`src/rtl/equation2_gen_if.sv`:
```
// equation2_gen_if: start request, timer input and result handshake of the
// equation-2 puzzle generator. The master modport is the generator side,
// the slave modport is the requesting / consuming side.
interface equation2_gen_if;
  logic       startEq2;
  logic [6:0] OngoingTimer;
  logic       ready;
  logic       valid;
  logic       busy;
  logic       noSolution;
  logic [7:0] solX;
  logic [7:0] solY;
  logic [7:0] solZ;
  logic [7:0] target;

  modport master (
    input  startEq2, OngoingTimer, ready,
    output valid, busy, noSolution, solX, solY, solZ, target
  );

  modport slave (
    output startEq2, OngoingTimer, ready,
    input  valid, busy, noSolution, solX, solY, solZ, target
  );
endinterface

```
`src/rtl/equation2_gen.sv`:
```
// equation2_gen: latches the timer as an 8-bit target and searches the
// triples (x, y, z) with x in 1..MAX_VAL and y, z in their minimum..MAX_VAL,
// z fastest, for x*x*z + x*y == target (mod 256). Each candidate takes three
// cycles (x*x, then *z and x*y, then compare). The result, or a no-solution
// indication, is presented on a valid/ready handshake.
// Build option: define EQ2GEN_SKIP_TRIVIAL_EN to start y and z at 1 instead
// of 0, so every variable of the generated puzzle is nonzero.
module equation2_gen #(
  parameter int unsigned MAX_VAL = 15
) (
  input logic            Clock,
  input logic            Reset,
  equation2_gen_if.master bus
);

  localparam logic [7:0] MAX_V = MAX_VAL[7:0];
`ifdef EQ2GEN_SKIP_TRIVIAL_EN
  localparam logic [7:0] YMIN = 8'd1;
  localparam logic [7:0] ZMIN = 8'd1;
`else
  localparam logic [7:0] YMIN = 8'd0;
  localparam logic [7:0] ZMIN = 8'd0;
`endif

  typedef enum logic [2:0] {
    S_IDLE     = 3'd0,
    S_EVAL_XX  = 3'd1,
    S_EVAL_XXZ = 3'd2,
    S_CHECK    = 3'd3,
    S_PRESENT  = 3'd4,
    S_FAIL     = 3'd5
  } state_e;

  state_e     state_q, state_d;
  logic [7:0] x_q, x_d;
  logic [7:0] y_q, y_d;
  logic [7:0] z_q, z_d;
  logic [7:0] t1_q, t1_d;
  logic [7:0] t2_q, t2_d;
  logic [7:0] target_q, target_d;
  logic [7:0] sol_x_q, sol_x_d;
  logic [7:0] sol_y_q, sol_y_d;
  logic [7:0] sol_z_q, sol_z_d;
  logic       valid_q, valid_d;
  logic       busy_q, busy_d;
  logic       no_sol_q, no_sol_d;

  // Full-width products; only the low byte is kept, giving mod-256 wrap.
  logic [15:0] xx_prod_s;
  logic [15:0] xxz_prod_s;
  logic [15:0] xy_prod_s;
  logic [7:0]  sum_s;
  logic        last_s;

  assign xx_prod_s  = {8'd0, x_q}  * {8'd0, x_q};
  assign xxz_prod_s = {8'd0, t1_q} * {8'd0, z_q};
  assign xy_prod_s  = {8'd0, x_q}  * {8'd0, y_q};
  assign sum_s      = t1_q + t2_q;
  assign last_s     = (x_q == MAX_V) && (y_q == MAX_V) && (z_q == MAX_V);

  // Next-state, datapath and registered-output computation.
  always_comb begin
    state_d  = state_q;
    x_d      = x_q;
    y_d      = y_q;
    z_d      = z_q;
    t1_d     = t1_q;
    t2_d     = t2_q;
    target_d = target_q;
    sol_x_d  = sol_x_q;
    sol_y_d  = sol_y_q;
    sol_z_d  = sol_z_q;

    case (state_q)
      S_IDLE: begin
        if (bus.startEq2) begin
          target_d = {1'b0, bus.OngoingTimer};
          x_d      = 8'd1;
          y_d      = YMIN;
          z_d      = ZMIN;
          state_d  = S_EVAL_XX;
        end else begin
          state_d  = S_IDLE;
        end
      end
      S_EVAL_XX: begin
        t1_d    = xx_prod_s[7:0];
        state_d = S_EVAL_XXZ;
      end
      S_EVAL_XXZ: begin
        t1_d    = xxz_prod_s[7:0];
        t2_d    = xy_prod_s[7:0];
        state_d = S_CHECK;
      end
      S_CHECK: begin
        if (sum_s == target_q) begin
          sol_x_d = x_q;
          sol_y_d = y_q;
          sol_z_d = z_q;
          state_d = S_PRESENT;
        end else if (last_s) begin
          sol_x_d = 8'd0;
          sol_y_d = 8'd0;
          sol_z_d = 8'd0;
          state_d = S_FAIL;
        end else begin
          // z runs fastest, then y, then x.
          if (z_q == MAX_V) begin
            z_d = ZMIN;
            if (y_q == MAX_V) begin
              y_d = YMIN;
              x_d = x_q + 8'd1;
            end else begin
              y_d = y_q + 8'd1;
            end
          end else begin
            z_d = z_q + 8'd1;
          end
          state_d = S_EVAL_XX;
        end
      end
      S_PRESENT, S_FAIL: begin
        if (bus.ready) begin
          state_d = S_IDLE;
        end else begin
          state_d = state_q;
        end
      end
      default: begin
        state_d = S_IDLE;
      end
    endcase

    // Status outputs are registered copies of what the next state implies.
    valid_d  = (state_d == S_PRESENT) || (state_d == S_FAIL);
    no_sol_d = (state_d == S_FAIL);
    busy_d   = (state_d != S_IDLE);
  end

  // State and datapath registers with asynchronous clear.
  always_ff @(posedge Clock or posedge Reset) begin
    if (Reset) begin
      state_q  <= S_IDLE;
      x_q      <= 8'd0;
      y_q      <= 8'd0;
      z_q      <= 8'd0;
      t1_q     <= 8'd0;
      t2_q     <= 8'd0;
      target_q <= 8'd0;
      sol_x_q  <= 8'd0;
      sol_y_q  <= 8'd0;
      sol_z_q  <= 8'd0;
      valid_q  <= 1'b0;
      busy_q   <= 1'b0;
      no_sol_q <= 1'b0;
    end else begin
      state_q  <= state_d;
      x_q      <= x_d;
      y_q      <= y_d;
      z_q      <= z_d;
      t1_q     <= t1_d;
      t2_q     <= t2_d;
      target_q <= target_d;
      sol_x_q  <= sol_x_d;
      sol_y_q  <= sol_y_d;
      sol_z_q  <= sol_z_d;
      valid_q  <= valid_d;
      busy_q   <= busy_d;
      no_sol_q <= no_sol_d;
    end
  end

  assign bus.valid      = valid_q;
  assign bus.busy       = busy_q;
  assign bus.noSolution = no_sol_q;
  assign bus.solX       = sol_x_q;
  assign bus.solY       = sol_y_q;
  assign bus.solZ       = sol_z_q;
  assign bus.target     = target_q;

endmodule
```
`src/flat_wrapper.sv`:
```
// flat-port wrapper written by rule: the top's interface ports become plain ports
module equation2_gen_flat 
#(
  parameter int unsigned MAX_VAL = 15
)
  (Clock, Reset, bus_startEq2, bus_OngoingTimer, bus_ready, bus_valid, bus_busy, bus_noSolution, bus_solX, bus_solY, bus_solZ, bus_target);
  equation2_gen_if bus_i ();
  input logic Clock;
  input logic Reset;
  input wire logic [$bits(bus_i.startEq2)-1:0] bus_startEq2;
  input wire logic [$bits(bus_i.OngoingTimer)-1:0] bus_OngoingTimer;
  input wire logic [$bits(bus_i.ready)-1:0] bus_ready;
  output wire logic [$bits(bus_i.valid)-1:0] bus_valid;
  output wire logic [$bits(bus_i.busy)-1:0] bus_busy;
  output wire logic [$bits(bus_i.noSolution)-1:0] bus_noSolution;
  output wire logic [$bits(bus_i.solX)-1:0] bus_solX;
  output wire logic [$bits(bus_i.solY)-1:0] bus_solY;
  output wire logic [$bits(bus_i.solZ)-1:0] bus_solZ;
  output wire logic [$bits(bus_i.target)-1:0] bus_target;
  assign bus_i.startEq2 = bus_startEq2;
  assign bus_i.OngoingTimer = bus_OngoingTimer;
  assign bus_i.ready = bus_ready;
  assign bus_valid = bus_i.valid;
  assign bus_busy = bus_i.busy;
  assign bus_noSolution = bus_i.noSolution;
  assign bus_solX = bus_i.solX;
  assign bus_solY = bus_i.solY;
  assign bus_solZ = bus_i.solZ;
  assign bus_target = bus_i.target;
  equation2_gen #(.MAX_VAL(MAX_VAL)) u_core (.Clock(Clock), .Reset(Reset), .bus(bus_i));
endmodule
```
`config.mk`:
```
export PLATFORM = sky130hd
export DESIGN_NAME = equation2_gen_flat
export DESIGN_NICKNAME = d
export VERILOG_FILES = /design/src/rtl/equation2_gen_if.sv /design/src/rtl/equation2_gen.sv /design/src/flat_wrapper.sv
export SDC_FILE = /design/constraint.sdc
export NUM_CORES = 1
export LEC_CHECK = 0
export BUFFER_PORTS_ARGS = -buffer_cell sky130_fd_sc_hd__buf_2
export CELL_PAD_IN_SITES_DETAIL_PLACEMENT = 1
export CELL_PAD_IN_SITES_GLOBAL_PLACEMENT = 2
export CORE_ASPECT_RATIO = 1.75
export CORE_MARGIN = 2
export CORE_UTILIZATION = 25
export CTS_CLUSTER_DIAMETER = 30
export DETAILED_ROUTE_END_ITERATION = 8
export PLACE_DENSITY_LB_ADDON = 0.1
export SLEW_MARGIN = 15
export SYNTH_ARGS = -nofsm -noshare
export SYNTH_HDL_FRONTEND = slang
export SYNTH_SLANG_ARGS = --single-unit
```
`constraint.sdc`:
```
create_clock -name Clock -period 10.8 [get_ports Clock]
set_input_delay 1.08 -clock Clock [delete_from_list [all_inputs] [get_ports Clock]]
set_output_delay 1.08 -clock Clock [all_outputs]
set_load 0.05 [all_outputs]
```
Word-level counts from Yosys, hierarchy flattened. Cells that the tools add are included. Widths: inputs -> output; s select.

Flip-flop bits (word level): 77. Output and inout bits: 35.

Add/subtract/negate cells: 4. Multiply operators: 3. Equal/unequal tests: 16. Muxes and demuxes: 26. Reduce and logical (&&, ||, !) cells: 14.

Operators by type and width (number): $mux 8 (17); $pmux 8 s2 (4); $add 8x1->8 const B (3); $eq 8x4->1 const B (3); $mul 8x8->8 (3); $pmux 3 s5 (1); $eq 3x3->1 const B (4); $mux 3 (3); $add 8x8->8 (1); $eq 8x7->1 (1); $eq 3x2->1 const B (2); $ne 2x2->1 const B (3); $reduce_and 6->1 (1); $reduce_bool 2->1 (3); $reduce_and 5->1 (1); $ne 2x1->1 const B (2); $reduce_and 2->1 (2); $reduce_and 4->1 (1); $eq 3x1->1 const B (1); $logic_not 3->1 (1); $reduce_bool 3->1 (1); $logic_and 1x1->1 (2); $reduce_or 2->1 (1); $logic_or 1x1->1 (1); $mux 1 (1).

Logic depth before layout (Yosys ltp).
Depth after elaboration: 8. Depth in mapped cells: 17. Depth with buffers taken out: 16.

Least setup slack after synthesis. OpenSTA, ideal clock, no wires.

Path type: register to register. Start point: register u_core.x_q[1]. End point: register u_core.t2_q[7]. Arrival time: 3.610 ns. Required time: 10.664 ns. Path slack: 7.054 ns. Cell stages (with the launch flop): 14. Buffers on the path: 1. Path through: dfrtp_1 -> clkbuf_1 -> and2_1 -> fa_1 -> fa_1 -> inv_1 -> fa_1 -> fa_1 -> inv_1 -> ha_1 -> a21oi_1 -> xnor2_1 -> xnor2_1 -> o21ai_0.

Word-level cells in the longest chain between the ends: 1.

RTL lines: start: declaration (line equation2_gen.sv:35) `logic [7:0] x_q, x_d;`; start signal: assignment (line equation2_gen.sv:144) `x_q <= 8'd0;`; start signal: assignment (line equation2_gen.sv:158) `x_q <= x_d;`; $mul 8x8->8 (line equation2_gen.sv:57) `assign xy_prod_s = {8'd0, x_q} * {8'd0, y_q};`; end signal: assignment (line equation2_gen.sv:162) `t2_q <= t2_d;`; end: declaration (line equation2_gen.sv:39) `logic [7:0] t2_q, t2_d;`.

Every way passes these cells. A chain may end at the register's enable or synchronous reset.

Worst setup path after layout. Ends and elaborated chain as after synthesis.

==> summary.txt <==
Status
  • Status: finished, final reports clean

Pwr
  • Combinational share of power: 43.9%
  • Pwr/cell area: 199 mW/mm2
  • Clock power share: a little under a quarter
  • Peak supply drop: 85.0 uV
  • Switching share of total power: a little under half
  • Internal: roughly 750 uW
  • Leakage: 3.55 nW
  • Seq pwr share: 33.3%
  • Switching power: approximately 680 uW
  • Final Power: 1.42 mW

Worst setup path
  • Max incr delay on CP: 600 ps
  • Flop2flop setup slack: 6460 ps
  • Critical-path top delay cell: dfrtp_1
  • Critical Path End Type: register
  • Worst R2R End: u_core.t2_q[7]
  • Req. time, crit path: 11010 ps
  • CP top delay family: adder cells
  • WP data arrival: between 4000 and 5000 ps
  • Worst r2r path cells: 12
  • Worst-path fanout max: 18
  • Setup Crit Path Kind: reg2reg
  • Worst r2r src: u_core.x_q[1]
  • Most used cell, CP: fa_1
  • CP startpoint kind: register
  • WP buf/inv: 2
  • Worst path cell trace: and2_1 -> fa_1 -> fa_1 -> inv_1 -> fa_1 -> fa_1 -> inv_1 -> ha_1 -> a21oi_1 -> xnor2_1 -> xnor2_1 -> o21ai_0

Synth
  • Most common flop cell mapped by yosys: dfrtp_1
  • Area contributors post-synth: dfrtp_1, fa_1, ha_1
  • Cells after Synth: 717
  • Seq/Total Area, Yosys: 30.5%
  • Ys Warns: 0
  • Syn Area/Cell: 8.81 um2
  • Mapped cell area: 0.00631 mm2
  • Post-synthesis net count: 816
  • Leading area contributor after synthesis: dfrtp_1
  • Number of flops mapped to enable cells by yosys: 0
  • Area share of the largest cell type after synthesis: 30.5%
  • Seq cells post-synth: 77
  • Asr flop ratio synth: 100%
  • Netlist cell types: 58

STA
  • Rel. slew slack: 29.3%
  • Fin Setup TNS: 0 ps
  • Highest clock rate: 230 MHz
  • RSZ-0062 raised after global routing: no
  • Final Max Slew Viols: 0
  • Fin. Hold Viols: 0
  • Worst Tran Pin Value: 1050 ps
  • Tmin final: 4340 ps
  • Final setup fails: 0
  • Crit share post-route: between 40% and 50%
  • Final hold slack: roughly 490 ps
  • Worst Skew: 12.5 ps

Cells and area
  • Most frequent cells in the layout: nand2_1, dfrtp_1, inv_1
  • P&R area growth vs syn: 13.2%
  • Share of layout cells above drive strength 1: ~11%
  • Ant. Diodes: 0
  • Commonest non-fill, non-tap cell in the layout: nand2_1
  • Final #Nets: 841

Drt
  • Antenna-violating nets left: 0
  • Avg Vias per Cell: 4.70
  • Routed WL per cell: 18.5 um
  • Pre-antenna DRT Iters: 4
  • Via count of the routed design: 4998
  • Starting DRT DRC Count: 183
  • Routed wire length: slightly below 20 mm
  • DRC: 0

Clocking
  • Post-CTS setup buffer count: 0
  • H-tree depth: 3
  • TritonCTS clock tree: yes
  • Clk_lat worst skew: 370 ps
  • Root Buffer: clkbuf_16
  • CTS Hold Buffers Added: 0
  • Clock buffer count from CTS: 9
  • CTS sink count: 77
  • Clk pin slew, worst setup/hold paths: 60 ps
  • Post-cts resize count: 0
  • CTS Buffer Depth: 2

Floorplan
  • Die footprint: approximately 0.027 mm2
  • Site row count: between 70 and 80
  • Die width: about 120 um
  • IO Pins: 46
  • Core area: between 0.02 and 0.03 mm2
  • Initial Util: between 20% and 30%
  • Die height: 214 um

Hold path
  • Endpoint, Worst Hold: u_core.t2_q[0]
  • Min-delay src: u_core.t2_q[0]
  • Hold path cells: 2
  • Hold crit path type: reg2reg

Global route
  • Total Routing Usage GR: 16.1%
  • First-pass GRT wire length: 32.1 mm
  • GRT overflow: 0
  • Initial antenna violation count: 0
  • Number of global-route vias before repair: 5689
  • Pin count of the biggest net entering global routing: 45

Place
  • Final GP Congestion: between 0.7 and 0.8
  • Port Buf Inserts: between 40 and 50
  • Detailed placement HPWL: 15.1 mm

Job
  • Max-Cap Viols: 0
state kept, by name (all words and copies together), names as in the netlist:
register               cells
u_core.z_q                 8
u_core.y_q                 8
u_core.bus.busy            1
u_core.t2_q                8
u_core.x_q                 8
u_core.bus.solZ            8
u_core.bus.valid           1
u_core.bus.solX            8
u_core.bus.noSolution      1
u_core.t1_q                8
u_core.bus.solY            8
u_core.bus.target          7
u_core.state_q             3
kinds of logic (layout without fill, tap and decap cells):
group	after synthesis	count (layout)	share of synthesized area (%)
xor+xnor	56	56	7.89
fa+ha+maj	88	88	21.5
flops	77	77	30.5
other cells	1	1	0.0594
mux	8	8	1.33
compound gates	111	111	11.3
simple gates	277	277	21.2
buf+inv	99	129	6.22
power by group through the flow:
stage | combinational [mW] | sequential (mW) | clock, mW
CTS | 0.643 | 0.482 | 0.338
detailed placement | 0.638 | 0.488 | 0
floorplan | 0.404 | 0.492 | 0
finish | 0.625 | 0.474 | 0.325
global route | 0.705 | 0.490 | 0.348
global placement | 0.626 | 0.484 | 0
stage by stage:
stage / setup WS [ps] / utilization, % / cell area, um2 / instances
6_report: 6460 / 28.5 / 7140 / 1063
3_3_place_gp: 6380 / 27.3 / 6840 / 1047
5_1_grt: 6190 / 28.5 / 7140 / 1063
3_5_place_dp: 6340 / 27.3 / 6840 / 1047
4_1_cts: 6320 / 28.5 / 7140 / 1063
2_1_floorplan: 7050 / - / 6310 / 717
Yosys cell counts, drive strengths merged, types with 2 or more instances:
cell / n
nor3: 8
o311ai: 2
inv: 63
nor3b: 2
o211ai: 2
a21oi: 24
nor4: 4
a21o: 6
o21ai: 46
xor2: 18
ha: 54
xnor2: 38
nand3: 12
nand2b: 2
o2111ai: 2
a211oi: 5
o31ai: 4
o21a: 3
o21bai: 2
a31oi: 3
buf: 9
dfrtp: 77
nor2: 29
clkbuf: 27
or3: 9
a41o: 2
nand4: 2
and2: 57
or3b: 2
mux2: 3
or4: 7
and3: 2
a31o: 2
nand2: 136
nor2b: 3
mux2i: 5
fa: 34
tightest hold or removal path, delay by kind of cell (launching register included):
kind	cells	cell delay, ps
flops	1	350
simple gates	2	110
layout make-up:
type | count | area, um2
clock inverters | 6 | 68.8
inverters | 63 | 238
multi-input cells | 541 | 4010
repair buffers | 50 | 265
well taps | 316 | 395
fillers | 3005 | 17900
clock buffers | 10 | 239
flip-flops and latches | 77 | 1930
routing by layer:
layer	GRT usage (%)	wire, um	vias up
li1	-	-	2405
met1	17.6	7600	2496
met2	29.3	10900	63
met3	2.69	403	34
met4	7.53	764	0
met5	0	0	-
worst max path at each step:
| stage | startpoint | to | slack [ps] | depth (start not counted) |
|---|---|---|---|---|
| finish | u_core.x_q[1] | u_core.t2_q[7] | 6460 | 12 |
| floorplan | u_core.x_q[1] | u_core.t2_q[7] | 7050 | 13 |
| CTS | u_core.x_q[2] | u_core.t2_q[7] | 6320 | 16 |
| global placement | u_core.x_q[2] | u_core.t2_q[7] | 6380 | 16 |
| detailed placement | u_core.x_q[1] | u_core.t2_q[7] | 6340 | 12 |
| global route | u_core.x_q[1] | u_core.t2_q[7] | 6190 | 12 |
Note: power is estimated with default switching activity, not from simulation.
